===== src/rtl/echo_capture_if.sv =====
// Trigger/ADC inputs and capture-result outputs of the ultrasonic echo receiver.
// The master drives trigger, samples and threshold; the slave publishes the results.
interface echo_capture_if;
    localparam int unsigned DW = 8;
    localparam int unsigned TW = 16;

    logic          trig;
    logic [DW-1:0] adc_data;
    logic [DW-1:0] thresh;
    logic          busy;
    logic          done;
    logic          echo_found;
    logic [TW-1:0] tof;
    logic [DW-1:0] peak;
    logic [TW-1:0] peak_pos;
    logic          overrun;

    modport master (
        output trig, adc_data, thresh,
        input  busy, done, echo_found, tof, peak, peak_pos, overrun
    );

    modport slave (
        input  trig, adc_data, thresh,
        output busy, done, echo_found, tof, peak, peak_pos, overrun
    );
endinterface


===== src/rtl/echo_capture.sv =====
// Echo capture: on each trigger edge, blank ring-down, then find first threshold crossing and peak.
// Optional 4-sample moving average on the search sample when ECHO_AVG_EN is defined.
module echo_capture #(
    parameter int unsigned BLANK_CYC = 50,
    parameter int unsigned WIN_CYC   = 20000
) (
    input logic           clk,
    input logic           rst_n,
    echo_capture_if.slave bus
);
    localparam int unsigned DW = 8;
    localparam int unsigned TW = 16;
    localparam logic [TW-1:0] BLANK_END = TW'(BLANK_CYC - 1);
    localparam logic [TW-1:0] WIN_END   = TW'(WIN_CYC - 1);
    localparam logic [TW-1:0] NO_ECHO   = '1;

    typedef enum logic [1:0] {IDLE, BLANK, SEARCH, DONE} state_t;

    state_t        state;
    state_t        state_nx;

    logic          trig_d;
    logic          trig_edge;
    logic          start;
    logic          active;
    logic          win_end;

    logic [DW-1:0] s;
    logic [DW-1:0] thr_q;
    logic [TW-1:0] t;
    logic          found_q;
    logic [TW-1:0] tof_q;
    logic [DW-1:0] peak_q;
    logic [TW-1:0] pos_q;

    logic          found_nx;
    logic [TW-1:0] tof_nx;
    logic [DW-1:0] peak_nx;
    logic [TW-1:0] pos_nx;

    logic          busy_nx;
    logic          done_nx;
    logic          overrun_nx;

    logic          busy_q;
    logic          done_q;
    logic          overrun_q;
    logic          found_o;
    logic [TW-1:0] tof_o;
    logic [DW-1:0] peak_o;
    logic [TW-1:0] pos_o;

    assign trig_edge = bus.trig & ~trig_d;
    assign start     = (state == IDLE) && trig_edge;
    assign active    = (state == BLANK) || (state == SEARCH);
    assign win_end   = (state == SEARCH) && (t == WIN_END);

`ifdef ECHO_AVG_EN
    localparam int unsigned SW = 10;

    logic [2:0][DW-1:0] hist;
    logic [SW-1:0]      sum;

    assign sum = SW'(bus.adc_data) + SW'(hist[0]) + SW'(hist[1]) + SW'(hist[2]);
    assign s   = DW'(sum >> 2);

    // History starts from zero at every capture and keeps filling through blanking.
    always_ff @(posedge clk) begin
        if (!rst_n) begin
            hist <= '0;
        end else if (start) begin
            hist <= '0;
        end else if (active) begin
            hist <= {hist[1:0], bus.adc_data};
        end
    end
`else
    assign s = bus.adc_data;
`endif

    // State register.
    always_ff @(posedge clk) begin
        if (!rst_n) begin
            state <= IDLE;
        end else begin
            state <= state_nx;
        end
    end

    // Next-state and registered-output decode.
    always_comb begin
        state_nx   = state;
        busy_nx    = 1'b0;
        done_nx    = 1'b0;
        overrun_nx = 1'b0;
        case (state)
            IDLE: begin
                if (trig_edge) begin
                    state_nx = BLANK;
                end
            end
            BLANK: begin
                if (t == BLANK_END) begin
                    state_nx = SEARCH;
                end
            end
            SEARCH: begin
                if (t == WIN_END) begin
                    state_nx = DONE;
                end
            end
            DONE: begin
                state_nx = IDLE;
            end
            default: begin
                state_nx = IDLE;
            end
        endcase
        busy_nx    = (state_nx == BLANK) || (state_nx == SEARCH);
        done_nx    = (state_nx == DONE);
        overrun_nx = trig_edge && (state != IDLE);
    end

    // First crossing and strict-greater peak; ties keep the earliest index.
    always_comb begin
        found_nx = found_q;
        tof_nx   = tof_q;
        peak_nx  = peak_q;
        pos_nx   = pos_q;
        if (state == SEARCH) begin
            if (!found_q && (s >= thr_q)) begin
                found_nx = 1'b1;
                tof_nx   = t;
            end
            if (s > peak_q) begin
                peak_nx = s;
                pos_nx  = t;
            end
        end
    end

    // Capture datapath.
    always_ff @(posedge clk) begin
        if (!rst_n) begin
            trig_d  <= 1'b0;
            thr_q   <= '0;
            t       <= '0;
            found_q <= 1'b0;
            tof_q   <= '0;
            peak_q  <= '0;
            pos_q   <= '0;
        end else begin
            trig_d <= bus.trig;
            if (start) begin
                thr_q   <= bus.thresh;
                t       <= '0;
                found_q <= 1'b0;
                tof_q   <= '0;
                peak_q  <= '0;
                pos_q   <= '0;
            end else if (active) begin
                t       <= t + TW'(1);
                found_q <= found_nx;
                tof_q   <= tof_nx;
                peak_q  <= peak_nx;
                pos_q   <= pos_nx;
            end
        end
    end

    // Results load with the final sample folded in, so they are valid alongside done.
    always_ff @(posedge clk) begin
        if (!rst_n) begin
            busy_q    <= 1'b0;
            done_q    <= 1'b0;
            overrun_q <= 1'b0;
            found_o   <= 1'b0;
            tof_o     <= '0;
            peak_o    <= '0;
            pos_o     <= '0;
        end else begin
            busy_q    <= busy_nx;
            done_q    <= done_nx;
            overrun_q <= overrun_nx;
            if (win_end) begin
                found_o <= found_nx;
                tof_o   <= found_nx ? tof_nx : NO_ECHO;
                peak_o  <= peak_nx;
                pos_o   <= pos_nx;
            end
        end
    end

    assign bus.busy       = busy_q;
    assign bus.done       = done_q;
    assign bus.overrun    = overrun_q;
    assign bus.echo_found = found_o;
    assign bus.tof        = tof_o;
    assign bus.peak       = peak_o;
    assign bus.peak_pos   = pos_o;
endmodule


===== src/flat_wrapper.sv =====
// flat-port wrapper written by rule: the top's interface ports become plain ports
module echo_capture_flat 
#(
    parameter int unsigned BLANK_CYC = 50,
    parameter int unsigned WIN_CYC   = 20000
)
  (clk, rst_n, bus_trig, bus_adc_data, bus_thresh, bus_busy, bus_done, bus_echo_found, bus_tof, bus_peak, bus_peak_pos, bus_overrun);
  echo_capture_if bus_i ();
  input logic clk;
  input logic rst_n;
  input wire logic [$bits(bus_i.trig)-1:0] bus_trig;
  input wire logic [$bits(bus_i.adc_data)-1:0] bus_adc_data;
  input wire logic [$bits(bus_i.thresh)-1:0] bus_thresh;
  output wire logic [$bits(bus_i.busy)-1:0] bus_busy;
  output wire logic [$bits(bus_i.done)-1:0] bus_done;
  output wire logic [$bits(bus_i.echo_found)-1:0] bus_echo_found;
  output wire logic [$bits(bus_i.tof)-1:0] bus_tof;
  output wire logic [$bits(bus_i.peak)-1:0] bus_peak;
  output wire logic [$bits(bus_i.peak_pos)-1:0] bus_peak_pos;
  output wire logic [$bits(bus_i.overrun)-1:0] bus_overrun;
  assign bus_i.trig = bus_trig;
  assign bus_i.adc_data = bus_adc_data;
  assign bus_i.thresh = bus_thresh;
  assign bus_busy = bus_i.busy;
  assign bus_done = bus_i.done;
  assign bus_echo_found = bus_i.echo_found;
  assign bus_tof = bus_i.tof;
  assign bus_peak = bus_i.peak;
  assign bus_peak_pos = bus_i.peak_pos;
  assign bus_overrun = bus_i.overrun;
  echo_capture #(.BLANK_CYC(BLANK_CYC), .WIN_CYC(WIN_CYC)) u_core (.clk(clk), .rst_n(rst_n), .bus(bus_i));
endmodule

===== config.mk =====
export PLATFORM = sky130hd
export DESIGN_NAME = echo_capture_flat
export DESIGN_NICKNAME = d
export VERILOG_FILES = /design/src/rtl/echo_capture_if.sv /design/src/rtl/echo_capture.sv /design/src/flat_wrapper.sv
export SDC_FILE = /design/constraint.sdc
export NUM_CORES = 1
export LEC_CHECK = 0
export BUFFER_PORTS_ARGS = -buffer_cell sky130_fd_sc_hd__buf_4
export CORE_AREA = 2 2 82 163
export DETAILED_ROUTE_END_ITERATION = 10
export DIE_AREA = 0 0 84 165
export SYNTH_ARGS = -nofsm -noshare
export SYNTH_HDL_FRONTEND = slang
export SYNTH_SLANG_ARGS = --single-unit

===== constraint.sdc =====
create_clock -name clk -period 2 [get_ports clk]
set_input_delay 0.2 -clock clk [delete_from_list [all_inputs] [get_ports clk]]
set_output_delay 0.2 -clock clk [all_outputs]
set_load 0.01 [all_outputs]

# Yosys cells after proc, flatten, opt, wreduce, memory -nomap -nowiden

Index checks and enable logic that the tools add are counted.

Add/subtract/negate cells: 1
$lt $le $gt $ge: 2
Eq/ne operators: 8
Multiplexer cells: 13
Bitwise operators: 3
Reductions and logical operators: 10

Operators by type and width:

| operator                | count |
|---|---|
| $mux W16                | 5 |
| $add A16 B1 Y16 const B | 1 |
| $eq A16 B15 Y1 const B  | 1 |
| $eq A16 B6 Y1 const B   | 1 |
| $mux W8                 | 2 |
| $eq A2 B2 Y1 const B    | 4 |
| $ge A8 B8 Y1            | 1 |
| $gt A8 B8 Y1            | 1 |
| $pmux W2 S4             | 1 |
| $mux W2                 | 3 |
| $eq A2 B1 Y1 const B    | 2 |
| $logic_and A1 B1 Y1     | 4 |
| $logic_not A2 Y1        | 1 |
| $logic_or A1 B1 Y1      | 2 |
| $mux W1                 | 2 |
| $not A1 Y1              | 2 |
| $reduce_bool A2 Y1      | 1 |
| $reduce_or A2 Y1        | 1 |
| $and A1 B1 Y1           | 1 |
| $logic_not A1 Y1        | 1 |

Flip-flop bits (word level): 112
Input port bits: 19
Output and inout port bits: 44
Logic and storage cells: 52

# Logic depth before layout (Yosys ltp)

Gate-level depths: netlist (run 1).

Word-level depth: 6
Depth in mapped cells: 9
Depth with buffers taken out: 8

# Worst setup path after synthesis (run 1)

Ideal clock, no wire load.

Path type: register -> register
Start point: register u_core.state[0]
End point: register u_core.peak_o[1], in the netlist u_core.bus.peak[1]
Library setup time: 135 ps
Arrival: 1985 ps
Required time: 1865 ps
Path slack: -120 ps
Cell stages (with the launch flop): 10
Path buffers: 2
Period minus slack after synthesis: 2120 ps
Cells stage by stage: dfxtp_1 inv_1 ha_1 nand2_1 or4_4 or3_1 buf_2 buf_6 nor3_2 a311oi_1

Cells in the longest elaborated chain, start to end: 2
Elaborated cells between the ends (all ways): 3
Those cells by class: eq/ne: 1; mux: 1; reduce/logical: 1

Ends and longest elaborated chain:

| item                                           | line                                    | RTL |
|---|---|---|
| start, declared                                | echo_capture.sv:19                      | `state_t state;` |
| start signal, assigned                         | echo_capture.sv:86                      | `state <= state_nx;` |
| $eq A2 B2 Y1 (*)                               | echo_capture.sv:56, echo_capture.sv:130 |  |
| $mux W8 or $logic_and A1 B1 Y1 (tied branches) | echo_capture.sv:130, echo_capture.sv:56 |  |
| end signal, assigned                           | echo_capture.sv:188                     | `peak_o <= peak_nx;` |
| end, declared                                  | echo_capture.sv:50                      | `logic [DW-1:0] peak_o;` |

Every way passes the cells marked *; elsewhere a longest branch is shown, timed or not.
A chain may end at the register's enable or synchronous reset.

# Final worst setup path (run 1)

Start point: register u_core.t[0]
End point: register u_core.pos_o[12], in the netlist u_core.bus.peak_pos[12]

Cells in the longest elaborated chain, start to end: 2

Ends and longest elaborated chain:

| item                   | line                | RTL |
|---|---|---|
| start, declared        | echo_capture.sv:30  | `logic [TW-1:0] t;` |
| start signal, assigned | echo_capture.sv:162 | `t <= t + TW'(1);` |
| $eq A16 B15 Y1         | echo_capture.sv:56  | `assign win_end = (state == SEARCH) && (t == WIN_END);` |
| $logic_and A1 B1 Y1    | echo_capture.sv:56  |  |
| end signal, assigned   | echo_capture.sv:189 | `pos_o <= pos_nx;` |
| end, declared          | echo_capture.sv:51  | `logic [TW-1:0] pos_o;` |

No other way between the ends.

==> flow_metrics.env, run 1 <==
export IMPL_layout_common_cells="dfxtp_1 (104), buf_4 (103), nand2_1 (51)"
export IMPL_hpwl_um=9290
export IMPL_antenna_found_initial=0
export IMPL_crit_fanout=19
export IMPL_vias=4396
export IMPL_tns_ps=-859
export IMPL_crit_chain="ha_4 -> nand2_2 -> or4_4 -> buf_6 -> nor3_4 -> buf_12 -> buf_12 -> o21ai_1 -> a211oi_1"
export IMPL_die_area_um2=13900
export IMPL_dp_worst_setup_slack_ps=-123
export IMPL_first_pass_iters=5
export IMPL_insertion_delay_ps=350
export IMPL_postCtsHoldBufs=0
export IMPL_status="finished, violations left"
export IMPL_grt_pass1_vias=4328
export IMPL_grt_setup_unrepaired="yes"
export IMPL_die_x_um=84
export IMPL_h_tree_depth=3
export IMPL_fp_row_count=58
export IMPL_fin_ws_ps=-49.8
export IMPL_place_gp_congestion=0.815
export IMPL_relSlewSlack=0.706
export IMPL_final_nets=702
export IMPL_skew_ps=6.54
export IMPL_peakVddDrop_mv=0.506
export IMPL_reg2reg_setup_slack_ps=-50
export IMPL_worst_slew_pin_slew_ps=438
export IMPL_power_leakage_nw=2.86
export IMPL_die_h_um=165
export IMPL_fmax_mhz=488
export IMPL_yosys_warnings=0
export IMPL_dpl_cell_count=779
export IMPL_drtIter0Drc=274
export IMPL_ant_nets=0
export IMPL_critical_path_slowest_cell="or4_4"
export IMPL_initial_core_util=0.397
export IMPL_ys_types=46
export IMPL_cts_root_buf="clkbuf_16"
export IMPL_ys_ff_latch=112
export IMPL_finalHoldViolations=0
export IMPL_wirelength_um=13700
export IMPL_cap_viol_max_count=0
export IMPL_synth_mux_area_frac=0.0542
export IMPL_port_buffer_count=62
export IMPL_arrival_ps=2310
export IMPL_avgViaCountPerCell=5.39
export IMPL_hp_class="input pin to flop"
export IMPL_cts_buffer_depth=2
export IMPL_required_ps=2260
export IMPL_path_class="flop to flop"
export IMPL_finalSetupViolations=27
export IMPL_drive_above_1_share=0.287
export IMPL_syn_num_nets=608
export IMPL_synthSimpleGateAreaFrac=0.211
export IMPL_ys_async_sr_fraction=0
export IMPL_powerDensity_nw_per_um2=677
export IMPL_syn2layout_area_growth_pct=35.1
export IMPL_fin_crit_ps=2050
export IMPL_synth_compound_area_frac=0.150
export IMPL_grt_max_degree=56
export IMPL_grt_first_pass_wirelength_um=20600
export IMPL_clk_pin_slew_worst_paths_ps=80
export IMPL_violations="setup timing"
export IMPL_drv_slew=0
export IMPL_clock_sinks=112
export IMPL_grtUsageTotal=0.187
export IMPL_cp_end_kind="flop"
export IMPL_yosys_most_used_dff="dfxtp_1"
export IMPL_cts_tree="yes"
export IMPL_io_pins=63
export IMPL_fin_crit_sh=1.02
export IMPL_stdcell_count=815
export IMPL_synthAdderAreaFrac=0.0578
export IMPL_synth_area_um2=4980
export IMPL_syn_area_per_cell_um2=8.80
export IMPL_synth_top_family_by_area="simple AND/OR/NAND/NOR gates"
export IMPL_synth_xor_xnor_area_share=0.0264
export IMPL_core_area_um2=12600
export IMPL_final_common_cell="dfxtp_1"
export IMPL_crit_top_cell="buf_12"
export IMPL_slowest_delay_ps=550
export IMPL_overflow=0
export IMPL_cts_buffers=9
export IMPL_synthCells=566
export IMPL_synth_seq_area_share=0.450
export IMPL_post_drt_wl_per_cell_um=16.9
export IMPL_start_kind="flop"
export IMPL_synth_edff_count=0
export IMPL_antenna_cells=0
export IMPL_drc=0
-- layer usage --
| layer | global-route usage | share of wire | up-vias |
|---|---|---|---|
| met4 | 0.0682 | 0.013 | 0 |
| met1 | 0.200 | 0.38 | 2135 |
| met5 | 0 | 0 | - |
| met3 | 0.0265 | 0.032 | 13 |
| met2 | 0.367 | 0.57 | 91 |
| li1 | - | - | 2157 |
-- stage by stage --
stage,hold WS (ps),instance area [µm²],power [mW],utilization
final,65.6,6730,4.56,0.536
after global routing,71.7,6730,4.71,0.536
after global placement,397,5900,2.60,0.470
after detailed placement,415,5900,2.61,0.470
after floorplan,322,5030,2.49,-
after CTS,62.3,6420,4.53,0.511
-- cells in the mapped netlist (5+ instances only) --
master | instances | area share
a311oi_1 | 7 | 0.012
inv_1 | 20 | 0.015
buf_1 | 6 | 0.0045
xor2_1 | 8 | 0.014
nand2_1 | 54 | 0.041
nor2_1 | 37 | 0.028
ha_1 | 23 | 0.058
buf_2 | 9 | 0.0090
xnor2_1 | 7 | 0.012
dfxtp_1 | 112 | 0.45
a21oi_1 | 25 | 0.025
nand3_1 | 48 | 0.048
mux2i_1 | 27 | 0.054
o21ai_1 | 8 | 0.0080
o21ai_0 | 54 | 0.054
nand3b_1 | 8 | 0.012
and3_1 | 7 | 0.0088
nor3_2 | 6 | 0.012
nand2b_1 | 10 | 0.013
a211oi_1 | 8 | 0.012
clkbuf_1 | 22 | 0.017
o211a_1 | 7 | 0.014
nor2b_1 | 10 | 0.013
and2_1 | 5 | 0.0063
-- worst paths after layout --
path,start,end,depth (start not counted)
worst min-delay path,bus_trig,u_core.trig_d$_SDFF_PN0_,2
worst max-delay path,u_core.t[0]$_SDFFE_PP0P_,u_core.bus.peak_pos[12]$_SDFFE_PN0P_,9
worst max register to register,u_core.t[0]$_SDFFE_PP0P_,u_core.bus.peak_pos[12]$_SDFFE_PN0P_,9
worst min register to register,u_core.trig_d$_SDFF_PN0_,u_core.bus.overrun$_SDFF_PN0_,1
-- repair_timing --
item,CTS,global route
gates resized for setup,20,48
pin swaps,11,11
buffers inserted,5,9
endpoints found under the setup margin,31,69
cloned,3,4
-- worst max-delay path, delay by kind of cell, from the launching register on --
family / cells / cell delay [ps]
compound gates: 2 / 270
fa+ha+maj: 1 / 130
buf+inv: 3 / 450
flops: 1 / 360
simple gates: 3 / 740
-- report_power, final --
part           switching [mW]  total [mW]  internal [mW]
Sequential             0.0121        2.26           2.25
Clock                   0.888        1.93           1.04
Combinational           0.204       0.367          0.163
-- cell type report --
type                            count  area (µm²)
Clock inverter                      6        86.3
Multi-Input combinational cell    394        2710
Inverter                           20        75.1
Timing Repair Buffer              123        1180
Clock buffer                       10         239
Fill cell                        1133        5820
Tap cell                          150         188
Sequential cell                   112        2260
-- state kept, by name, indices dropped and copies added (netlist names), 2 cells and up --
register	flops
u_core.t	16
u_core.bus.peak_pos	16
u_core.bus.tof	16
u_core.tof_q	16
u_core.pos_q	16
u_core.peak_q	8
u_core.state	2
u_core.bus.peak	8
u_core.thr_q	8
-- logic make-up (layout without fill, tap and decap cells) --
| kind of cell | count (synthesis) | count (layout) |
|---|---|---|
| mux | 27 | 27 |
| buf+inv | 60 | 159 |
| simple gates | 205 | 205 |
| xor+xnor | 15 | 15 |
| compound gates | 124 | 124 |
| flops | 112 | 112 |
| fa+ha+maj | 23 | 23 |
Power figures use the tool's default switching activity.
==> inputs of run 2 (changes only) <==
- BUFFER_PORTS_ARGS: -buffer_cell sky130_fd_sc_hd__buf_4 -> -buffer_cell sky130_fd_sc_hd__buf_2
==> flow_metrics.env, run 2 (synthesized netlist as in run 1, its figures left out) <==
export IMPL_first_pass_iters=4
export IMPL_place_gp_congestion=0.826
export IMPL_core_area_um2=12600
export IMPL_p_comb_frac=0.074
export IMPL_postCtsHoldBufs=0
export IMPL_stdcell_count=815
export IMPL_grt_max_degree=66
export IMPL_cts_root_buf="clkbuf_16"
export IMPL_clkPwrFrac=0.429
export IMPL_final_common_cell="dfxtp_1"
export IMPL_grtUsageTotal=0.194
export IMPL_p_int_mw=3.43
export IMPL_layout_common_cells="dfxtp_1 (106), buf_2 (63), nand2_1 (54)"
export IMPL_p_sw_mw=1.12
export IMPL_finalHoldViolations=0
export IMPL_cts_tree="yes"
export IMPL_top_layer="met4"
export IMPL_vias=4377
export IMPL_fillers=1174
export IMPL_syn2layout_area_growth_pct=29.8
export IMPL_drv_slew=0
export IMPL_peakVddDrop_mv=0.454
export IMPL_powerDensity_nw_per_um2=704
export IMPL_cts_buffers=9
export IMPL_h_tree_depth=3
export IMPL_avgViaCountPerCell=5.37
export IMPL_port_buffer_count=62
export IMPL_met3_length_um=381
export IMPL_whs_ps=75.3
export IMPL_die_area_um2=13900
export IMPL_whs_path_depth=2
export IMPL_crit_fanout=23
export IMPL_worst_slew_pin_slew_ps=483
export IMPL_arrival_ps=2390
export IMPL_fin_crit_sh=1.06
export IMPL_hpwl_um=9420
export IMPL_fin_ws_ps=-125
export IMPL_grt_pass1_vias=4328
export IMPL_clock_sinks=112
export IMPL_reg2reg_to="u_core.bus.peak[4]$_SDFFE_PN0P_"
export IMPL_status="finished, violations left"
export IMPL_slowest_delay_ps=550
export IMPL_rr_startpoint="u_core.t[0]$_SDFFE_PP0P_"
export IMPL_fin_crit_ps=2120
export IMPL_crit_chain="ha_4 -> nand2_1 -> or4_4 -> buf_6 -> nor3_4 -> buf_6 -> buf_12 -> o21ai_0 -> a311oi_1"
export IMPL_power_leakage_nw=2.82
export IMPL_cpLargestDelayFamily="simple AND/OR/NAND/NOR gates"
export IMPL_hp_start="bus_trig"
export IMPL_violations="setup timing"
export IMPL_post_drt_wl_per_cell_um=17.1
export IMPL_critical_path_slowest_cell="or4_4"
export IMPL_grt_setup_unrepaired="yes"
export IMPL_antenna_found_initial=0
export IMPL_cap_viol_max_count=0
export IMPL_overflow=0
export IMPL_hp_class="input pin to flop"
export IMPL_fp_row_count=58
export IMPL_relSlewSlack=0.676
export IMPL_insertion_delay_ps=360
export IMPL_switching_share=0.246
export IMPL_reg2reg_depth=9
export IMPL_p_seq_frac=0.496
export IMPL_initial_core_util=0.397
export IMPL_met2_length_um=7710
export IMPL_fmax_mhz=471
export IMPL_start_kind="flop"
export IMPL_dpl_cell_area_um2=5830
export IMPL_wirelength_um=13900
export IMPL_stdcell_area_um2=6460
export IMPL_finalSetupViolations=31
export IMPL_fin_util=0.515
export IMPL_ant_nets=0
export IMPL_drc=0
export IMPL_required_ps=2270
export IMPL_drtIter0Drc=198
export IMPL_final_nets=702
export IMPL_reg2reg_setup_slack_ps=-120
export IMPL_io_pins=63
export IMPL_skew_ps=6.64
export IMPL_die_x_um=84
export IMPL_cts_buffer_depth=2
export IMPL_hold_path_endpoint="u_core.trig_d$_SDFF_PN0_"
export IMPL_path_class="flop to flop"
export IMPL_grt_first_pass_wirelength_um=21100
export IMPL_cp_end_kind="flop"
export IMPL_crit_top_cell="buf_6"
export IMPL_drt_met1_wl_um=5300
export IMPL_antenna_cells=0
export IMPL_dpl_cell_count=786
export IMPL_clk_pin_slew_worst_paths_ps=80
export IMPL_die_h_um=165
export IMPL_cp_buffers_inverters=3
export IMPL_drive_above_1_share=0.274
run 2: worst max-delay path by stage:
stage                                  start                                   to  slack, ps  cells past startpoint
CTS                 u_core.t[0]$_SDFFE_PP0P_           u_core.bus.busy$_SDFF_PN0_        -80                      7
detailed placement  u_core.t[0]$_SDFFE_PP0P_  u_core.bus.peak_pos[8]$_SDFFE_PN0P_       -100                      7
global route        u_core.t[0]$_SDFFE_PP0P_      u_core.bus.peak[3]$_SDFFE_PN0P_       -190                      9
floorplan           u_core.t[0]$_SDFFE_PP0P_      u_core.bus.peak[1]$_SDFFE_PN0P_      -0.04                      8
global placement    u_core.t[0]$_SDFFE_PP0P_           u_core.bus.busy$_SDFF_PN0_        -50                      7
finish              u_core.t[0]$_SDFFE_PP0P_      u_core.bus.peak[4]$_SDFFE_PN0P_       -120                      9
run 2: area by class of cell:
class	count	area [µm²]	share of cell area
Multi-Input combinational cell	394	2660	0.411
Clock inverter	6	83.8	0.0130
Tap cell	150	188	0.0290
Clock buffer	10	239	0.0370
Sequential cell	112	2250	0.349
Timing Repair Buffer	123	966	0.149
Inverter	20	75.1	0.0116
run 2: through the flow:
stage                     setup slack (ps)  setup TNS [ps]  power [mW]
final                                 -125           -1450        4.55
after global routing                  -191           -4380        4.71
after CTS                            -75.4            -850        4.55
after detailed placement             -98.8           -1050        2.61
after global placement               -47.3            -286        2.60
after floorplan                    -0.0429          -0.214        2.49
run 2: power groups by stage:
stage | Sequential (mW) | Combinational [mW] | Clock (mW)
floorplan | 2.31 | 0.176 | 0
global placement | 2.31 | 0.289 | 0
detailed placement | 2.31 | 0.297 | 0
CTS | 2.26 | 0.298 | 1.99
global route | 2.26 | 0.376 | 2.08
finish | 2.26 | 0.339 | 1.95
run 2: timing repair:
item                                    CTS  global route
resized for setup                         4            45
hold endpoints to repair                  0             0
pin swaps                                 1            13
endpoints found under the setup margin   22            59
cloned                                    1             5
buffers inserted                          2             6
run 2: per-layer routing:
metal	global-route usage	vias up
li1	-	2156
met3	0.0360	29
met2	0.371	79
met1	0.200	2113
met4	0.0909	0
met5	0	-
==> inputs of run 3 (changes only) <==
- CAP_MARGIN: default -> 5
- CORE_AREA: 2 2 82 163 -> 2 2 74 147
- DIE_AREA: 0 0 84 165 -> 0 0 76 149
- PLACE_DENSITY: default -> 0.72
- RECOVER_POWER: default -> 25
==> flow_metrics.env, run 3 (synthesized netlist as in run 1, its figures left out) <==
export IMPL_status="finished, violations left"
export IMPL_violations="setup timing"
export IMPL_path_class="flop to flop"
export IMPL_antenna_found_initial=0
export IMPL_fmax_mhz=497
export IMPL_critical_path_slowest_cell="or4_4"
export IMPL_grtUsageTotal=0.215
export IMPL_cts_root_buf="clkbuf_16"
export IMPL_required_ps=2230
export IMPL_core_area_um2=10300
export IMPL_peakVddDrop_mv=0.499
export IMPL_clock_sinks=112
export IMPL_hpwl_um=8340
export IMPL_drtIter0Drc=217
export IMPL_h_tree_depth=3
export IMPL_overflow=0
export IMPL_stdcell_count=788
export IMPL_clk_pin_slew_worst_paths_ps=70
export IMPL_cts_tree="yes"
export IMPL_skew_ps=9.41
export IMPL_met3_length_um=515
export IMPL_power_total_mw=4.28
export IMPL_crit_chain="ha_4 -> nand2_2 -> or4_4 -> or3_4 -> buf_12 -> nor2_1 -> a211oi_2"
export IMPL_fillers=906
export IMPL_drv_slew=0
export IMPL_cp_end_kind="flop"
export IMPL_drive_above_1_share=0.212
export IMPL_power_leakage_nw=2.54
export IMPL_tns_ps=-11.9
export IMPL_die_area_um2=11300
export IMPL_dpl_cell_count=763
export IMPL_powerDensity_nw_per_um2=688
export IMPL_insertion_delay_ps=350
export IMPL_stdcell_area_um2=6210
export IMPL_wirelength_um=12200
export IMPL_vias=4321
export IMPL_postCtsHoldBufs=0
export IMPL_io_pins=63
export IMPL_crit_fanout=24
export IMPL_fin_crit_sh=1.01
export IMPL_arrival_ps=2250
export IMPL_cap_viol_max_count=0
export IMPL_start_kind="flop"
export IMPL_finalSetupViolations=1
export IMPL_avgViaCountPerCell=5.48
export IMPL_drc=0
export IMPL_met2_length_um=6150
export IMPL_multi_input_area_um2=2680
export IMPL_final_nets=688
export IMPL_dpl_cell_area_um2=5710
export IMPL_port_buffer_count=62
export IMPL_first_pass_iters=4
export IMPL_grt_max_degree=65
export IMPL_grt_first_pass_wirelength_um=19700
export IMPL_ant_nets=0
export IMPL_grt_setup_unrepaired="yes"
export IMPL_cts_buffers=9
export IMPL_final_common_cell="dfxtp_1"
export IMPL_slowest_delay_ps=550
export IMPL_syn2layout_area_growth_pct=24.7
export IMPL_top_layer="met4"
export IMPL_relSlewSlack=0.750
export IMPL_seqCellArea_um2=2250
export IMPL_finalHoldViolations=0
export IMPL_initial_core_util=0.485
export IMPL_fin_ws_ps=-11.9
export IMPL_fp_row_count=53
export IMPL_die_h_um=149
export IMPL_place_gp_congestion=0.810
export IMPL_post_drt_wl_per_cell_um=15.5
export IMPL_cts_buffer_depth=2
export IMPL_hp_class="input pin to flop"
export IMPL_antenna_cells=0
export IMPL_worst_slew_pin_slew_ps=372
export IMPL_grt_pass1_vias=4146
export IMPL_fin_crit_ps=2010
export IMPL_drt_met1_wl_um=5120
export IMPL_die_x_um=76
export IMPL_layout_common_cells="dfxtp_1 (106), nand2_1 (53), nand3_1 (48)"
## run 3: final timing paths
path,start,endpoint,slack (ps),depth (start not counted)
max,u_core.t[0]$_SDFFE_PP0P_,u_core.bus.peak_pos[12]$_SDFFE_PN0P_,-10,7
min,bus_trig,u_core.trig_d$_SDFF_PN0_,90,2
max reg2reg,u_core.t[0]$_SDFFE_PP0P_,u_core.bus.peak_pos[12]$_SDFFE_PN0P_,-10,7
min reg2reg,u_core.trig_d$_SDFF_PN0_,u_core.bus.overrun$_SDFF_PN0_,410,1
## run 3: metal layers
metal  up-vias  global-route usage
met5         -                   0
met4         0               0.102
met3        27              0.0339
met2       121               0.375
met1      2031               0.258
li1       2142                   -
## run 3: repair_timing
action	in CTS	in global routing
buffers inserted	1	6
resized for setup	6	37
pin swaps	2	12
endpoints found under the setup margin	17	56
cloned	0	2
## run 3: layout make-up
type                    count  share of cell area
clock buffers              11              0.0375
multi-input cells         394               0.432
flip-flops and latches    112               0.363
inverters                  20              0.0121
well taps                 137              0.0276
repair buffers            109               0.122
clock inverters             5             0.00624
## run 3: through the flow
step           setup slack [ps]  utilization  hold WS [ps]
2_1_floorplan           -0.0429            -           322
3_3_place_gp              -80.5        0.555           399
3_5_place_dp              -97.3        0.555           401
4_1_cts                    2.31        0.586          97.8
5_1_grt                    -115        0.605          96.7
6_report                  -11.9        0.605          93.6
## run 3: power by group
part	internal (mW)	switching, mW	leakage [nW]
sequential	2.25	0.0111	0.907
combinational	0.145	0.192	1.51
clock	0.859	0.822	0.132
total	3.25	1.03	2.54
## run 3: critical path, delay by kind of cell (launching register included)
kind | cells | cell delay, ps
fa+ha+maj | 1 | 130
buf+inv | 1 | 170
flops | 1 | 360
simple gates | 4 | 1120
compound gates | 1 | 100
